## src/rtl/pipeline_hazard_ctrl_if.sv

```systemverilog
// Hazard-sequencer bundle: pipeline status toward the sequencer, stall/flush/hold controls back.
// The master side is the pipeline datapath, the slave side is pipeline_hazard_ctrl.
interface pipeline_hazard_ctrl_if;
    logic [4:0] ID_Rs;
    logic [4:0] ID_Rt;
    logic       ID_UsesRt;
    logic       EX_MemRead;
    logic [4:0] EX_WriteReg;
    logic       MEM_BranchTaken;
    logic       MEM_MemAccess;
    logic       Mem_Ready;
    logic       PCWre;
    logic       IF_ID_Write;
    logic       Stage_Hold;
    logic       IF_ID_Flush;
    logic       ID_EX_Flush;
    logic       EX_MEM_Flush;
    logic       Trap;
    logic [1:0] State;

    modport master (
        output ID_Rs, ID_Rt, ID_UsesRt, EX_MemRead, EX_WriteReg,
               MEM_BranchTaken, MEM_MemAccess, Mem_Ready,
        input  PCWre, IF_ID_Write, Stage_Hold, IF_ID_Flush, ID_EX_Flush,
               EX_MEM_Flush, Trap, State
    );

    modport slave (
        input  ID_Rs, ID_Rt, ID_UsesRt, EX_MemRead, EX_WriteReg,
               MEM_BranchTaken, MEM_MemAccess, Mem_Ready,
        output PCWre, IF_ID_Write, Stage_Hold, IF_ID_Flush, ID_EX_Flush,
               EX_MEM_Flush, Trap, State
    );
endinterface

```

## src/rtl/pipeline_hazard_ctrl.sv

```systemverilog
// Stall/flush sequencer for the 5-stage pipeline: load-use bubble, branch flush, memory-wait freeze with timeout trap.
// Optional HAZARD_PERF_CNT_EN adds saturating Stall_Cnt/Flush_Cnt/Wait_Cnt outputs.
module pipeline_hazard_ctrl #(
    parameter int MEM_TIMEOUT = 15
`ifdef HAZARD_PERF_CNT_EN
    ,
    parameter int CNT_W = 16
`endif
) (
    input  logic                      Clk,
    input  logic                      Reset,
    pipeline_hazard_ctrl_if.slave     bus
`ifdef HAZARD_PERF_CNT_EN
    ,
    output logic [CNT_W-1:0]          Stall_Cnt,
    output logic [CNT_W-1:0]          Flush_Cnt,
    output logic [CNT_W-1:0]          Wait_Cnt
`endif
);
    typedef enum logic [1:0] {
        ST_RUN      = 2'd0,
        ST_MEM_WAIT = 2'd1,
        ST_TRAP     = 2'd2
    } state_t;

    state_t     r_state;
    logic [7:0] r_wait_cnt;
    logic       w_load_use;
    logic       w_hold_req;

    assign w_load_use = bus.EX_MemRead && (bus.EX_WriteReg != 5'd0) &&
                        ((bus.EX_WriteReg == bus.ID_Rs) ||
                         (bus.ID_UsesRt && (bus.EX_WriteReg == bus.ID_Rt)));

    // Once waiting, only Mem_Ready releases the freeze regardless of MEM_MemAccess.
    assign w_hold_req = (r_state == ST_MEM_WAIT) ? !bus.Mem_Ready
                                                 : (bus.MEM_MemAccess && !bus.Mem_Ready);

    always_comb begin
        bus.PCWre        = 1'b1;
        bus.IF_ID_Write  = 1'b1;
        bus.Stage_Hold   = 1'b0;
        bus.IF_ID_Flush  = 1'b0;
        bus.ID_EX_Flush  = 1'b0;
        bus.EX_MEM_Flush = 1'b0;
        bus.Trap         = 1'b0;
        if (!Reset) begin
            if (r_state == ST_TRAP) begin
                bus.PCWre       = 1'b0;
                bus.IF_ID_Write = 1'b0;
                bus.Stage_Hold  = 1'b1;
                bus.Trap        = 1'b1;
            end else if (w_hold_req) begin
                bus.PCWre       = 1'b0;
                bus.IF_ID_Write = 1'b0;
                bus.Stage_Hold  = 1'b1;
            end else if (bus.MEM_BranchTaken) begin
                bus.IF_ID_Flush  = 1'b1;
                bus.ID_EX_Flush  = 1'b1;
                bus.EX_MEM_Flush = 1'b1;
            end else if (w_load_use) begin
                bus.PCWre       = 1'b0;
                bus.IF_ID_Write = 1'b0;
                bus.ID_EX_Flush = 1'b1;
            end
        end
    end

    assign bus.State = r_state;

    always_ff @(posedge Clk) begin
        if (Reset) begin
            r_state    <= ST_RUN;
            r_wait_cnt <= 8'd0;
        end else begin
            case (r_state)
                ST_RUN: begin
                    if (w_hold_req) begin
                        r_state    <= ST_MEM_WAIT;
                        r_wait_cnt <= 8'd1;
                    end
                end
                ST_MEM_WAIT: begin
                    if (bus.Mem_Ready) begin
                        r_state    <= ST_RUN;
                        r_wait_cnt <= 8'd0;
                    end else if (r_wait_cnt == 8'(MEM_TIMEOUT)) begin
                        r_state <= ST_TRAP;
                    end else begin
                        r_wait_cnt <= r_wait_cnt + 8'd1;
                    end
                end
                default: r_state <= ST_TRAP;
            endcase
        end
    end

`ifdef HAZARD_PERF_CNT_EN
    logic [CNT_W-1:0] r_stall_cnt;
    logic [CNT_W-1:0] r_flush_cnt;
    logic [CNT_W-1:0] r_wait_evt_cnt;
    logic [2:0]       w_evt;

    // Wait_Cnt counts only frozen MEM_WAIT cycles; the releasing ready cycle is not a wait.
    assign w_evt = {(r_state == ST_MEM_WAIT) && !bus.Mem_Ready,
                    bus.EX_MEM_Flush,
                    !bus.PCWre};

    always_ff @(posedge Clk) begin
        if (Reset) begin
            r_stall_cnt    <= '0;
            r_flush_cnt    <= '0;
            r_wait_evt_cnt <= '0;
        end else begin
            if (w_evt[0] && !(&r_stall_cnt))    r_stall_cnt    <= r_stall_cnt + 1'b1;
            if (w_evt[1] && !(&r_flush_cnt))    r_flush_cnt    <= r_flush_cnt + 1'b1;
            if (w_evt[2] && !(&r_wait_evt_cnt)) r_wait_evt_cnt <= r_wait_evt_cnt + 1'b1;
        end
    end

    assign Stall_Cnt = r_stall_cnt;
    assign Flush_Cnt = r_flush_cnt;
    assign Wait_Cnt  = r_wait_evt_cnt;
`endif
endmodule

```

## src/flat_wrapper.sv

```systemverilog
// flat-port wrapper written by rule: the top's interface ports become plain ports
module pipeline_hazard_ctrl_flat 
#(
    parameter int MEM_TIMEOUT = 15

)
  (Clk, Reset, bus_ID_Rs, bus_ID_Rt, bus_ID_UsesRt, bus_EX_MemRead, bus_EX_WriteReg, bus_MEM_BranchTaken, bus_MEM_MemAccess, bus_Mem_Ready, bus_PCWre, bus_IF_ID_Write, bus_Stage_Hold, bus_IF_ID_Flush, bus_ID_EX_Flush, bus_EX_MEM_Flush, bus_Trap, bus_State);
  pipeline_hazard_ctrl_if bus_i ();
  input  logic Clk;
  input  logic Reset;
  input wire logic [$bits(bus_i.ID_Rs)-1:0] bus_ID_Rs;
  input wire logic [$bits(bus_i.ID_Rt)-1:0] bus_ID_Rt;
  input wire logic [$bits(bus_i.ID_UsesRt)-1:0] bus_ID_UsesRt;
  input wire logic [$bits(bus_i.EX_MemRead)-1:0] bus_EX_MemRead;
  input wire logic [$bits(bus_i.EX_WriteReg)-1:0] bus_EX_WriteReg;
  input wire logic [$bits(bus_i.MEM_BranchTaken)-1:0] bus_MEM_BranchTaken;
  input wire logic [$bits(bus_i.MEM_MemAccess)-1:0] bus_MEM_MemAccess;
  input wire logic [$bits(bus_i.Mem_Ready)-1:0] bus_Mem_Ready;
  output wire logic [$bits(bus_i.PCWre)-1:0] bus_PCWre;
  output wire logic [$bits(bus_i.IF_ID_Write)-1:0] bus_IF_ID_Write;
  output wire logic [$bits(bus_i.Stage_Hold)-1:0] bus_Stage_Hold;
  output wire logic [$bits(bus_i.IF_ID_Flush)-1:0] bus_IF_ID_Flush;
  output wire logic [$bits(bus_i.ID_EX_Flush)-1:0] bus_ID_EX_Flush;
  output wire logic [$bits(bus_i.EX_MEM_Flush)-1:0] bus_EX_MEM_Flush;
  output wire logic [$bits(bus_i.Trap)-1:0] bus_Trap;
  output wire logic [$bits(bus_i.State)-1:0] bus_State;
  assign bus_i.ID_Rs = bus_ID_Rs;
  assign bus_i.ID_Rt = bus_ID_Rt;
  assign bus_i.ID_UsesRt = bus_ID_UsesRt;
  assign bus_i.EX_MemRead = bus_EX_MemRead;
  assign bus_i.EX_WriteReg = bus_EX_WriteReg;
  assign bus_i.MEM_BranchTaken = bus_MEM_BranchTaken;
  assign bus_i.MEM_MemAccess = bus_MEM_MemAccess;
  assign bus_i.Mem_Ready = bus_Mem_Ready;
  assign bus_PCWre = bus_i.PCWre;
  assign bus_IF_ID_Write = bus_i.IF_ID_Write;
  assign bus_Stage_Hold = bus_i.Stage_Hold;
  assign bus_IF_ID_Flush = bus_i.IF_ID_Flush;
  assign bus_ID_EX_Flush = bus_i.ID_EX_Flush;
  assign bus_EX_MEM_Flush = bus_i.EX_MEM_Flush;
  assign bus_Trap = bus_i.Trap;
  assign bus_State = bus_i.State;
  pipeline_hazard_ctrl #(.MEM_TIMEOUT(MEM_TIMEOUT)) u_core (.Clk(Clk), .Reset(Reset), .bus(bus_i));
endmodule
```

## config.mk

```make
export PLATFORM = sky130hd
export DESIGN_NAME = pipeline_hazard_ctrl_flat
export DESIGN_NICKNAME = d
export VERILOG_FILES = /design/src/rtl/pipeline_hazard_ctrl_if.sv /design/src/rtl/pipeline_hazard_ctrl.sv /design/src/flat_wrapper.sv
export SDC_FILE = /design/constraint.sdc
export NUM_CORES = 1
export LEC_CHECK = 0
export CORE_UTILIZATION = 30
export CTS_CLUSTER_DIAMETER = 100
export DETAILED_ROUTE_END_ITERATION = 8
export PLACE_DENSITY = 0.67
export RECOVER_POWER = 100
export SETUP_SLACK_MARGIN = 0.3
export SLEW_MARGIN = 10
export SYNTH_ARGS = -nofsm -noshare
export SYNTH_HDL_FRONTEND = slang
export SYNTH_SLANG_ARGS = --single-unit
```

## constraint.sdc

```tcl
create_clock -name Clk -period 2.2 [get_ports Clk]
set_clock_uncertainty 0.15 [all_clocks]
set_input_delay 0.22 -clock Clk [delete_from_list [all_inputs] [get_ports Clk]]
set_output_delay 0.22 -clock Clk [all_outputs]
set_load 0.02 [all_outputs]
```

After elaboration in Yosys (flattened, before gate mapping)
Cells that the tools add are included.
Widths: inputs -> output; s select.
- bits in registers: 10
- word-level logic and storage cells: 50
- output and inout bits: 9
- bits of input ports: 22
- add/sub/neg operators: 1
- eq/ne operators: 8
- reductions and logical operators: 11
- multiplexer cells: 28
- operator list (operator ; count):
    $mux 8 ; 3
    $mux 1 ; 20
    $pmux 8 s2 ; 1
    $eq 5x5->1 ; 2
    $add 8x1->8 const B ; 1
    $eq 8x4->1 const B ; 1
    $mux 2 ; 3
    $ne 3x3->1 const B ; 2
    $reduce_bool 5->1 ; 1
    $logic_and 1x1->1 ; 4
    $pmux 2 s2 ; 1
    $reduce_and 3->1 ; 1
    $eq 2x1->1 const B ; 1
    $eq 2x2->1 const B ; 1
    $logic_not 2->1 ; 1
    $ne 2x1->1 const B ; 1
    $reduce_and 2->1 ; 1
    $reduce_bool 2->1 ; 1
    $logic_not 1->1 ; 1
    $logic_or 1x1->1 ; 1

Longest topological paths before layout
Gate-level depths: netlist of the first run.
- depth in word-level cells: 9
- depth in mapped cells: 6

Least setup slack after synthesis of the first run
No wires, ideal clock.
- path kind: register to output
- start: reg u_core.r_state[0], in the netlist u_core.bus.State[0]
- end: out bus_PCWre
- stages on the path, launching flop included: 7
- setup slack: 0.111 ns
- data arrival time: 1.719 ns
- buffers on the path: 2
- required time: 1.830 ns
- path through: dfxtp_1 buf_6 nor2b_1 o21bai_1 a21oi_1 o21ba_1 buf_4
- cells in the longest elaborated chain, start to end: 5
- elaborated cells between the ends (all ways): 6
- classes of those cells: 2 x eq/ne; 4 x mux
- RTL lines (what ; RTL line ; RTL):
    start, declared ; pipeline_hazard_ctrl.sv:26 ; state_t r_state;
    start signal, assigned ; pipeline_hazard_ctrl.sv:73 ; r_state <= ST_RUN;
    start signal, assigned ; pipeline_hazard_ctrl.sv:79 ; r_state <= ST_MEM_WAIT;
    start signal, assigned ; pipeline_hazard_ctrl.sv:85 ; r_state <= ST_RUN;
    $eq 2x1->1 ; pipeline_hazard_ctrl.sv:36 ; assign w_hold_req = (r_state == ST_MEM_WAIT) ? !bus.Mem_Ready
    $mux 1 ; pipeline_hazard_ctrl.sv:36 ;
    $mux 1 ; n/a ;
    $mux 1 * (2 in a row) ; n/a ;
    end, declared ; flat_wrapper.sv:19 ; output wire logic [$bits(bus_i.PCWre)-1:0] bus_PCWre;
Mark *: on every way between the ends. The rest lies on a longest branch, timed or not.

Worst setup path in the final report of the first run
- start: in bus_Mem_Ready
- end: out bus_PCWre
- cells in the longest elaborated chain, start to end: 6
- RTL lines (what ; RTL line ; RTL):
    start, declared ; flat_wrapper.sv:18 ; input wire logic [$bits(bus_i.Mem_Ready)-1:0] bus_Mem_Ready;
    $logic_not 1->1 * ; pipeline_hazard_ctrl.sv:36, pipeline_hazard_ctrl.sv:37 ;
    $logic_and 1x1->1 ; pipeline_hazard_ctrl.sv:37 ; : (bus.MEM_MemAccess && !bus.Mem_Ready);
    $mux 1 * ; pipeline_hazard_ctrl.sv:36 ;
    $mux 1 * ; pipeline_hazard_ctrl.sv:53 ; end else if (w_hold_req) begin
    $mux 1 * ; pipeline_hazard_ctrl.sv:48 ; if (r_state == ST_TRAP) begin
    $mux 1 * ; pipeline_hazard_ctrl.sv:47 ; if (!Reset) begin
Marked as above.

==> results.py, run 1 <==
metrics = {
    "finish": {
        "area_growth_pct": 58.1,
        "final_nets": 160,
        "final_layout_size_suffix_gt1_share_pct": 25.0,
        "fin_util_pct": 52.2,
        "antenna_cells": 0,
    },
    "timing": {
        "maxSlewHeadroom_pct": 67.1,
        "setup_viol": 0,
        "rsz0062_at_grt": "true",
        "max_slew.worst_pin.slew_ps": 488,
        "fin_crit_sh_pct": 89.4,
        "fmax_mhz": 508,
        "drv_slew": 0,
        "whs_ps": 383,
        "finalHoldViolations": 0,
        "period_needed_ps": 1970,
    },
    "worst_setup_path": {
        "rr_worst_depth": 5,
        "crit_cells": 6,
        "cpPeakStageDelay_ps": 550,
        "cp-end-kind": "output port",
        "crit_start": "bus_Mem_Ready",
        "crit_path_end": "bus_PCWre",
        "cp_num_buf_inv": 3,
        "r2r_slack_ps": 420,
        "r2r-start": "u_core.r_wait_cnt[1]",
        "reg2reg_to": "u_core.r_wait_cnt[0]",
        "critical_path_class": "input pin to output port",
        "cp_max_fo": 3,
        "cp-start-kind": "input pin",
        "cp.arrival_ps": 1600,
        "cp_top_family": "buffers and inverters",
        "cp_slowest_cell": "dlygate4sd3_1",
        "worstPathRequired_ps": 1830,
        "crit_path_cell_trace": "dlygate4sd3_1 > o21bai_1 > buf_4 > a21oi_2 > o21ba_1 > buf_6",
    },
    "place": {
        "gp_congestion": 0.872,
        "hpwl_mm": 1.71,
        "port_buffers": 30,
    },
    "routing": {
        "drc": 0,
        "drt_iter0_markers": 8,
        "via_count": 865,
        "routed_wl_mm": 2.11,
        "routedWlPerCell_um": 12.9,
        "drtPass1Iterations": 4,
        "ant_nets": 0,
        "routed_via_density": 5.27,
    },
    "synth": {
        "synthCells": 92,
        "synth_top_area_share_pct": 26.4,
        "avgSynthCellArea_um2": 8.24,
        "yosysTopAreaCell": "dfxtp_1",
        "ys_ff_latch": 10,
        "yosys-top-cells-count": "11 x xor2_1, 10 x dfxtp_1, 7 x nor2_1",
        "ys_seq_area_share_pct": 26.4,
        "synth-edff-count": 0,
        "synth_warnings": 0,
        "synthDistinctLibCells": 39,
        "synth_ff_type": "dfxtp_1",
        "synthArstFlopShare_pct": 0,
        "synth_area_um2": 758,
        "synth_area_leaders": "dfxtp_1 26%, xor2_1 13%, a21oi_1 4.0%",
        "synth_fp_nets": 115,
        "synth.most_common_cell": "xor2_1",
    },
    "clock_network": {
        "cts_sinks": 10,
        "cts_tree": "done",
        "path_clk_slew_ps": 70,
        "hold_buffers": 0,
        "clk_latency_ps": 260,
        "cts_buffers": 3,
        "root_buffer": "clkbuf_4",
        "cts_max_level": 1,
        "clockBufferDepth": 2,
    },
    "global_routing": {
        "antenna_found_initial": 0,
        "grt_max_degree": 11,
        "gr-total-overflow": 0,
        "grt_usage_pct": 16.2,
        "grt_pass1_wl_mm": 3.30,
        "grt_pass1_vias": 805,
    },
    "floorplan": {
        "die_y_um": 52.3,
        "core_area_um2": 2300,
        "die_w_um": 52.3,
        "initial_utilization_pct": 33.0,
        "die_area_um2": 2730,
        "ios": 31,
        "placement_rows": 17,
    },
    "pwr": {
        "peakVddDrop_v": 0.000407,
        "power.density_nw_per_um2": 404,
        "power_leakage_nw": 0.477,
    },
    "status": {
        "outcome": "complete, no violations",
    },
    "min_path": {
        "hold_path_class": "flop to flop",
        "hp-start": "u_core.r_wait_cnt[3]",
    },
    "job": {
        "maxCapViolations": 0,
    },
}
[tightest hold or removal path, stage by stage (launching register included)]
cell and delay (ps):
dfxtp_1 350, nand2_1 70, a31oi_1 70
[power by group]
part	internal (mW)	leakage, nW	switching [mW]
combinational	0.0712	0.374	0.0592
clock	0.100	0.0210	0.0673
sequential	0.184	0.0816	0.00266
total	0.356	0.477	0.129
[how the worst min path moves through the flow]
stage	to	slack (ps)	depth (start not counted)
CTS	u_core.r_wait_cnt[3]	380	2
detailed placement	u_core.r_wait_cnt[3]	370	2
global placement	u_core.r_wait_cnt[7]	360	2
floorplan	u_core.bus.State[0]	140	1
finish	u_core.r_wait_cnt[3]	380	2
global route	u_core.r_wait_cnt[4]	440	2
[sequential cells by signal, summed over array words and instances (netlist names)]
register	count
u_core.r_wait_cnt	8
u_core.bus.State	2
[layout by cell type (no fill, tap or decap), drive strengths merged, types with 4 or more instances in the layout]
| cell | Yosys | layout |
|---|---|---|
| a21oi | 6 | 6 |
| buf | 3 | 16 |
| clkbuf | 1 | 10 |
| clkdlybuf4s50 | 0 | 10 |
| dfxtp | 10 | 10 |
| dlygate4sd2 | 0 | 5 |
| dlygate4sd3 | 0 | 4 |
| nand2 | 6 | 6 |
| nor2 | 7 | 7 |
| o21ai | 4 | 4 |
| xor2 | 11 | 11 |
[layer usage]
metal / vias to the layer above / track usage (%) / part of all wire [%]
li1: 438 / - / -
met1: 402 / 15.2 / 39
met2: 23 / 32.3 / 51
met3: 2 / 6.38 / 8.7
met4: 0 / 3.95 / 0.47
met5: - / 0 / 0
[through the flow]
| step | total power, mW | setup WS (ps) | TNS, ps | area (µm²) | instances |
|---|---|---|---|---|---|
| 5_1_grt | 0.516 | 145 | 0 | 1200 | 164 |
| 3_3_place_gp | 0.323 | -320 | -1010 | 1170 | 159 |
| 3_5_place_dp | 0.326 | -346 | -1110 | 1170 | 159 |
| 4_1_cts | 0.492 | 291 | 0 | 1210 | 163 |
| 6_report | 0.485 | 232 | 0 | 1200 | 164 |
| 2_1_floorplan | 0.247 | 365 | 0 | 763 | 92 |
[area by class of cell]
class	count	area [µm²]
fill	228	1100
multi-input combinational	75	548
timing repair buffer	44	365
sequential	10	203
clock buffer	4	36.3
tap	28	35.0
inverter	3	11.3
[logic make-up (layout without fill, tap and decap cells)]
logic type | after synthesis | count (layout) | share of synthesized area (%)
AOI/OAI and AO/OA | 26 | 26 | 23.6
muxes | 1 | 1 | 1.32
buffers and inverters | 7 | 51 | 5.44
DFF | 10 | 10 | 26.4
adders and majority gates | 1 | 1 | 1.65
xor gates and xnor gates | 12 | 12 | 13.9
and+or+nand+nor | 35 | 35 | 27.7
[what timing repair did]
action                     4_1_cts  5_1_grt
gates resized for setup         38       15
pin swaps                        6        7
setup buffers                    0        1
setup endpoints to repair        7        8
Power figures use the tool's default switching activity.
==> inputs of run 2 (changes only) <==
Settings changed: CORE_UTILIZATION 30 to 40, CTS_CLUSTER_SIZE set to 16, PLACE_DENSITY 0.67 to 0.83.
==> run 2 against run 1 <==
Die area is 24% lower. Flip-flop and latch count stayed put. Sequential power about the same. Critical endpoint is now u_core.r_wait_cnt[3]. Largest power group unchanged.
==> results.py, run 2 (same netlist as run 1, synthesis figures left out) <==
metrics = {
    "timing": {
        "finalSetupTns_ps": 0,
        "fmax_mhz": 513,
        "drv_slew": 0,
        "finalHoldViolations": 0,
        "rsz0062_at_grt": "false",
        "maxSlewHeadroom_pct": 67.9,
        "max_slew.worst_pin.slew_ps": 479,
        "period_needed_ps": 1950,
        "whs_ps": 389,
        "setup_viol": 0,
        "fin_ws_ps": 249,
        "fin_crit_sh_pct": 88.7,
    },
    "routing": {
        "drt_iter0_markers": 28,
        "via_count": 897,
        "routed_wl_mm": 2.39,
        "ant_nets": 0,
        "routed_via_density": 5.68,
        "drtPass1Iterations": 4,
        "routedWlPerCell_um": 15.1,
        "drc": 0,
    },
    "worst_setup_path": {
        "cp_max_fo": 5,
        "cp.arrival_ps": 2010,
        "r2r_slack_ps": 360,
        "cpPeakStageDelay_ps": 570,
        "critical_path_class": "input pin to flop",
        "worstPathRequired_ps": 2260,
        "crit_path_cell_trace": "dlygate4sd3_1 > clkbuf_1 > or3b_1 > or4_1 > a31oi_1",
        "cp-start-kind": "input pin",
        "cp-end-kind": "flop",
        "cp_slowest_cell": "dlygate4sd3_1",
    },
    "clock_network": {
        "path_clk_slew_ps": 70,
        "clockBufferDepth": 2,
        "cts_sinks": 10,
        "cts_tree": "done",
        "hold_buffers": 0,
        "cts_max_level": 1,
        "clk_latency_ps": 280,
        "root_buffer": "clkbuf_4",
        "cts_buffers": 3,
    },
    "pwr": {
        "power_leakage_nw": 0.471,
        "peakVddDrop_v": 0.000274,
        "power.density_nw_per_um2": 414,
    },
    "finish": {
        "fill_cells": 160,
        "final_cell_mix": "11 x xor2_1, 11 x clkdlybuf4s50_1, 11 x buf_4, 8 x dfxtp_1, 7 x nor2_1",
        "final_nets": 157,
        "multiInputGateArea_um2": 551,
        "area_growth_pct": 55.4,
        "largest_register_ffs": 8,
        "final_layout_size_suffix_gt1_share_pct": 22.6,
        "largest_register": "u_core.r_wait_cnt",
        "seq_area_um2": 203,
        "antenna_cells": 0,
    },
    "status": {
        "outcome": "complete, no violations",
    },
    "global_routing": {
        "antenna_found_initial": 0,
        "gr-total-overflow": 0,
        "grt_usage_pct": 23.2,
        "grt_pass1_wl_mm": 3.46,
        "grt_pass1_vias": 830,
        "grt_max_degree": 11,
    },
    "place": {
        "hpwl_mm": 1.66,
        "port_buffers": 30,
        "gp_congestion": 0.823,
        "dpl_worst_slack_ps": -438,
    },
    "job": {
        "maxCapViolations": 0,
    },
    "min_path": {
        "hold_path_class": "flop to flop",
    },
    "floorplan": {
        "initial_utilization_pct": 43.4,
        "die_y_um": 45.5,
        "die_area_um2": 2070,
        "ios": 31,
        "placement_rows": 15,
        "die_w_um": 45.5,
        "core_area_um2": 1750,
    },
}
==> run 2: critical path, delay by kind of cell <==
family,cells,cell delay [ps]
compound gates,1,130
simple gates,2,920
buf+inv,2,750
==> run 2: metal layers <==
metal | part of all wire [%] | vias to the layer above | GRT usage [%]
met3 | 7.4 | 9 | 5.16
met5 | 0 | - | 0
met2 | 54 | 37 | 43.1
met1 | 36 | 424 | 23.4
met4 | 2.6 | 0 | 12.7
li1 | - | 427 | -
==> run 2: cell type report <==
cell class	count	area share, %
clock buffers	4	3.08
repair buffers	41	29.4
well taps	25	2.65
flip-flops and latches	10	17.2
multi-input cells	75	46.7
inverters	3	0.955
==> run 2: through the flow <==
| stage | instances | util, % | instance area (µm²) | total power [mW] |
|---|---|---|---|---|
| after global placement | 154 | 65.7 | 1150 | 0.319 |
| after CTS | 158 | 68.0 | 1190 | 0.489 |
| final | 158 | 67.5 | 1180 | 0.488 |
| after global routing | 158 | 67.5 | 1180 | 0.508 |
| after detailed placement | 154 | 65.7 | 1150 | 0.322 |
| after floorplan | 92 | - | 763 | 0.247 |
==> run 2: repair_timing <==
| item | in CTS | in global routing |
|---|---|---|
| endpoints found under the setup margin | 7 | 10 |
| resized for setup | 37 | 15 |
| buffers inserted | 0 | 0 |
| pin swaps | 6 | 5 |
==> run 2: path summary, 6_finish.rpt <==
check                         endpoint            startpoint  cells past startpoint
setup / recovery  u_core.r_wait_cnt[3]         bus_Mem_Ready                      5
hold / removal    u_core.r_wait_cnt[7]  u_core.r_wait_cnt[6]                      2
setup reg to reg  u_core.r_wait_cnt[0]  u_core.r_wait_cnt[1]                      5
hold reg to reg   u_core.r_wait_cnt[7]  u_core.r_wait_cnt[6]                      2
==> run 2: power by group <==
part           leakage, nW  internal [mW]  switching [mW]
logic                0.369         0.0685          0.0612
clock network       0.0210          0.101          0.0703
registers           0.0816          0.184         0.00284
==> inputs of run 3 (changes only) <==
Settings changed: CORE_UTILIZATION 40 to 42, PLACE_DENSITY 0.83 to 0.86.
==> run 3 against run 2 <==
Via count fell by 2.6%. Wire length fell by 3.3%. Critical path depth unchanged. Non-clock buffer count is 2 higher. First-iteration DRC count fell by 43%. Setup slack improved by 26 ps. Total power is 9.8% lower. Flip-flop and latch count did not move. Hold slack worse by 24 ps. Critical path type is now input pin to output port. Largest cell class unchanged. Largest power group unchanged.
==> results.py, run 3 (same netlist as run 1, synthesis figures left out) <==
metrics = {
    "global_routing": {
        "grt_max_degree": 11,
        "antenna_found_initial": 0,
        "gr-total-overflow": 0,
        "grt_pass1_vias": 829,
        "grt_usage_pct": 25.1,
        "grt_pass1_wl_mm": 3.57,
    },
    "worst_setup_path": {
        "cp.arrival_ps": 1550,
        "reg2reg_to": "u_core.r_wait_cnt[0]",
        "cp_max_fo": 3,
        "cpPeakStageDelay_ps": 560,
        "critical_path_class": "input pin to output port",
        "r2r_slack_ps": 340,
        "rr_worst_depth": 5,
        "crit_path_cell_trace": "dlygate4sd3_1 > o21bai_1 > a21oi_1 > o21ba_4 > buf_6",
        "cp-end-kind": "output port",
        "cp_slowest_cell": "dlygate4sd3_1",
        "worstPathRequired_ps": 1830,
        "r2r-start": "u_core.r_wait_cnt[0]",
        "cp-start-kind": "input pin",
    },
    "timing": {
        "maxSlewHeadroom_pct": 69.3,
        "fin_crit_sh_pct": 87.5,
        "finalSetupTns_ps": 0,
        "setup_viol": 0,
        "drv_slew": 0,
        "whs_ps": 365,
        "period_needed_ps": 1920,
        "max_slew.worst_pin.slew_ps": 459,
        "finalHoldViolations": 0,
        "rsz0062_at_grt": "false",
        "fmax_mhz": 520,
    },
    "finish": {
        "fin_util_pct": 74.1,
        "final_layout_size_suffix_gt1_share_pct": 26.1,
        "largest_register": "u_core.r_wait_cnt",
        "largest_register_ffs": 8,
        "fill_cells": 126,
        "final_nets": 159,
        "area_growth_pct": 55.8,
        "antenna_cells": 0,
        "final_cell_mix": "11 x xor2_1, 11 x buf_4, 9 x dfxtp_1, 7 x nor2_1, 7 x clkdlybuf4s50_1",
    },
    "status": {
        "outcome": "complete, no violations",
    },
    "min_path": {
        "hold_path_class": "flop to flop",
        "hp-start": "u_core.r_wait_cnt[6]",
        "holdPathEnd": "u_core.r_wait_cnt[7]",
        "min_path_cells": 2,
    },
    "floorplan": {
        "core_area_um2": 1590,
        "initial_utilization_pct": 47.6,
        "die_y_um": 44.5,
        "ios": 31,
        "placement_rows": 14,
        "die_w_um": 44.5,
        "die_area_um2": 1980,
    },
    "clock_network": {
        "clockBufferDepth": 2,
        "cts_tree": "done",
        "cts_buffers": 3,
        "path_clk_slew_ps": 70,
        "hold_buffers": 0,
        "cts_sinks": 10,
        "clk_latency_ps": 260,
        "cts_max_level": 1,
        "root_buffer": "clkbuf_4",
    },
    "routing": {
        "drtPass1Iterations": 4,
        "met2_length_mm": 1.33,
        "ant_nets": 0,
        "via_count": 874,
        "drc": 0,
        "routedWlPerCell_um": 14.6,
        "wl_met3_um": 97,
        "drt_iter0_markers": 16,
        "top_layer": "met4",
        "wl_met1_um": 882,
        "routed_wl_mm": 2.31,
        "routed_via_density": 5.53,
    },
    "place": {
        "gp_congestion": 0.817,
        "port_buffers": 30,
        "hpwl_mm": 1.80,
    },
    "job": {
        "maxCapViolations": 0,
    },
    "pwr": {
        "peakVddDrop_v": 0.000540,
        "power.density_nw_per_um2": 372,
        "power_leakage_nw": 0.508,
    },
}
-- run 3: cell types whose count changed in the layout (fill, tap and decap cells not counted), sizes merged --
cell | previous run | this run
clkdlybuf4s50 | 11 | 7
dlygate4sd2 | 6 | 3
buf | 14 | 18
dlymetal6s2s | 1 | 4
clkdlybuf4s15 | 1 | 2
-- run 3: final cells by class --
class	instances	area, µm²	share of cell area [%]
Timing Repair Buffer	43	372	31.5
Sequential cell	10	201	17.1
Tap cell	24	30.0	2.54
Clock buffer	3	22.5	1.91
Multi-Input combinational cell	75	544	46.1
Inverter	3	11.3	0.953
-- run 3: how the worst max path moves through the flow --
stage                   startpoint              end  depth (start not counted)
2_1_floorplan  u_core.bus.State[1]  bus_ID_EX_Flush                          4
3_3_place_gp    bus_EX_WriteReg[3]  bus_ID_EX_Flush                          7
3_5_place_dp    bus_EX_WriteReg[1]  bus_IF_ID_Write                          6
4_1_cts         bus_EX_WriteReg[1]  bus_IF_ID_Write                          8
5_1_grt          bus_MEM_MemAccess  bus_ID_EX_Flush                          5
6_report         bus_MEM_MemAccess  bus_IF_ID_Write                          5
-- run 3: worst max-delay path, delay by kind of cell --
family                 cells  cell delay, ps
buffers and inverters      2             670
AOI/OAI and AO/OA          3             670
-- run 3: where the power goes --
part | leakage, nW | internal (mW) | switching [mW]
Clock | 0.0138 | 0.0630 | 0.0597
Combinational | 0.413 | 0.0713 | 0.0594
Sequential | 0.0813 | 0.184 | 0.00267
Total | 0.508 | 0.318 | 0.122
-- run 3: stage by stage --
| step | total power [mW] | instance area, µm² | setup slack (ps) | cells |
|---|---|---|---|---|
| final | 0.440 | 1180 | 276 | 158 |
| after global routing | 0.465 | 1180 | 211 | 158 |
| after CTS | 0.449 | 1210 | 307 | 158 |
| after detailed placement | 0.325 | 1150 | -384 | 154 |
| after global placement | 0.321 | 1150 | -318 | 154 |
| after floorplan | 0.247 | 763 | 365 | 92 |
-- run 3: repair_timing --
| item | CTS | global route |
|---|---|---|
| resized for setup | 46 | 17 |
| pin swaps | 5 | 8 |
| buffers inserted | 1 | 0 |
| endpoints found under the setup margin | 7 | 7 |
-- run 3: layer usage --
metal / up-vias / GRT usage (%)
li1: 432 / -
met1: 419 / 25.0
met2: 21 / 49.4
met3: 2 / 7.35
met4: 0 / 7.27
met5: - / 0
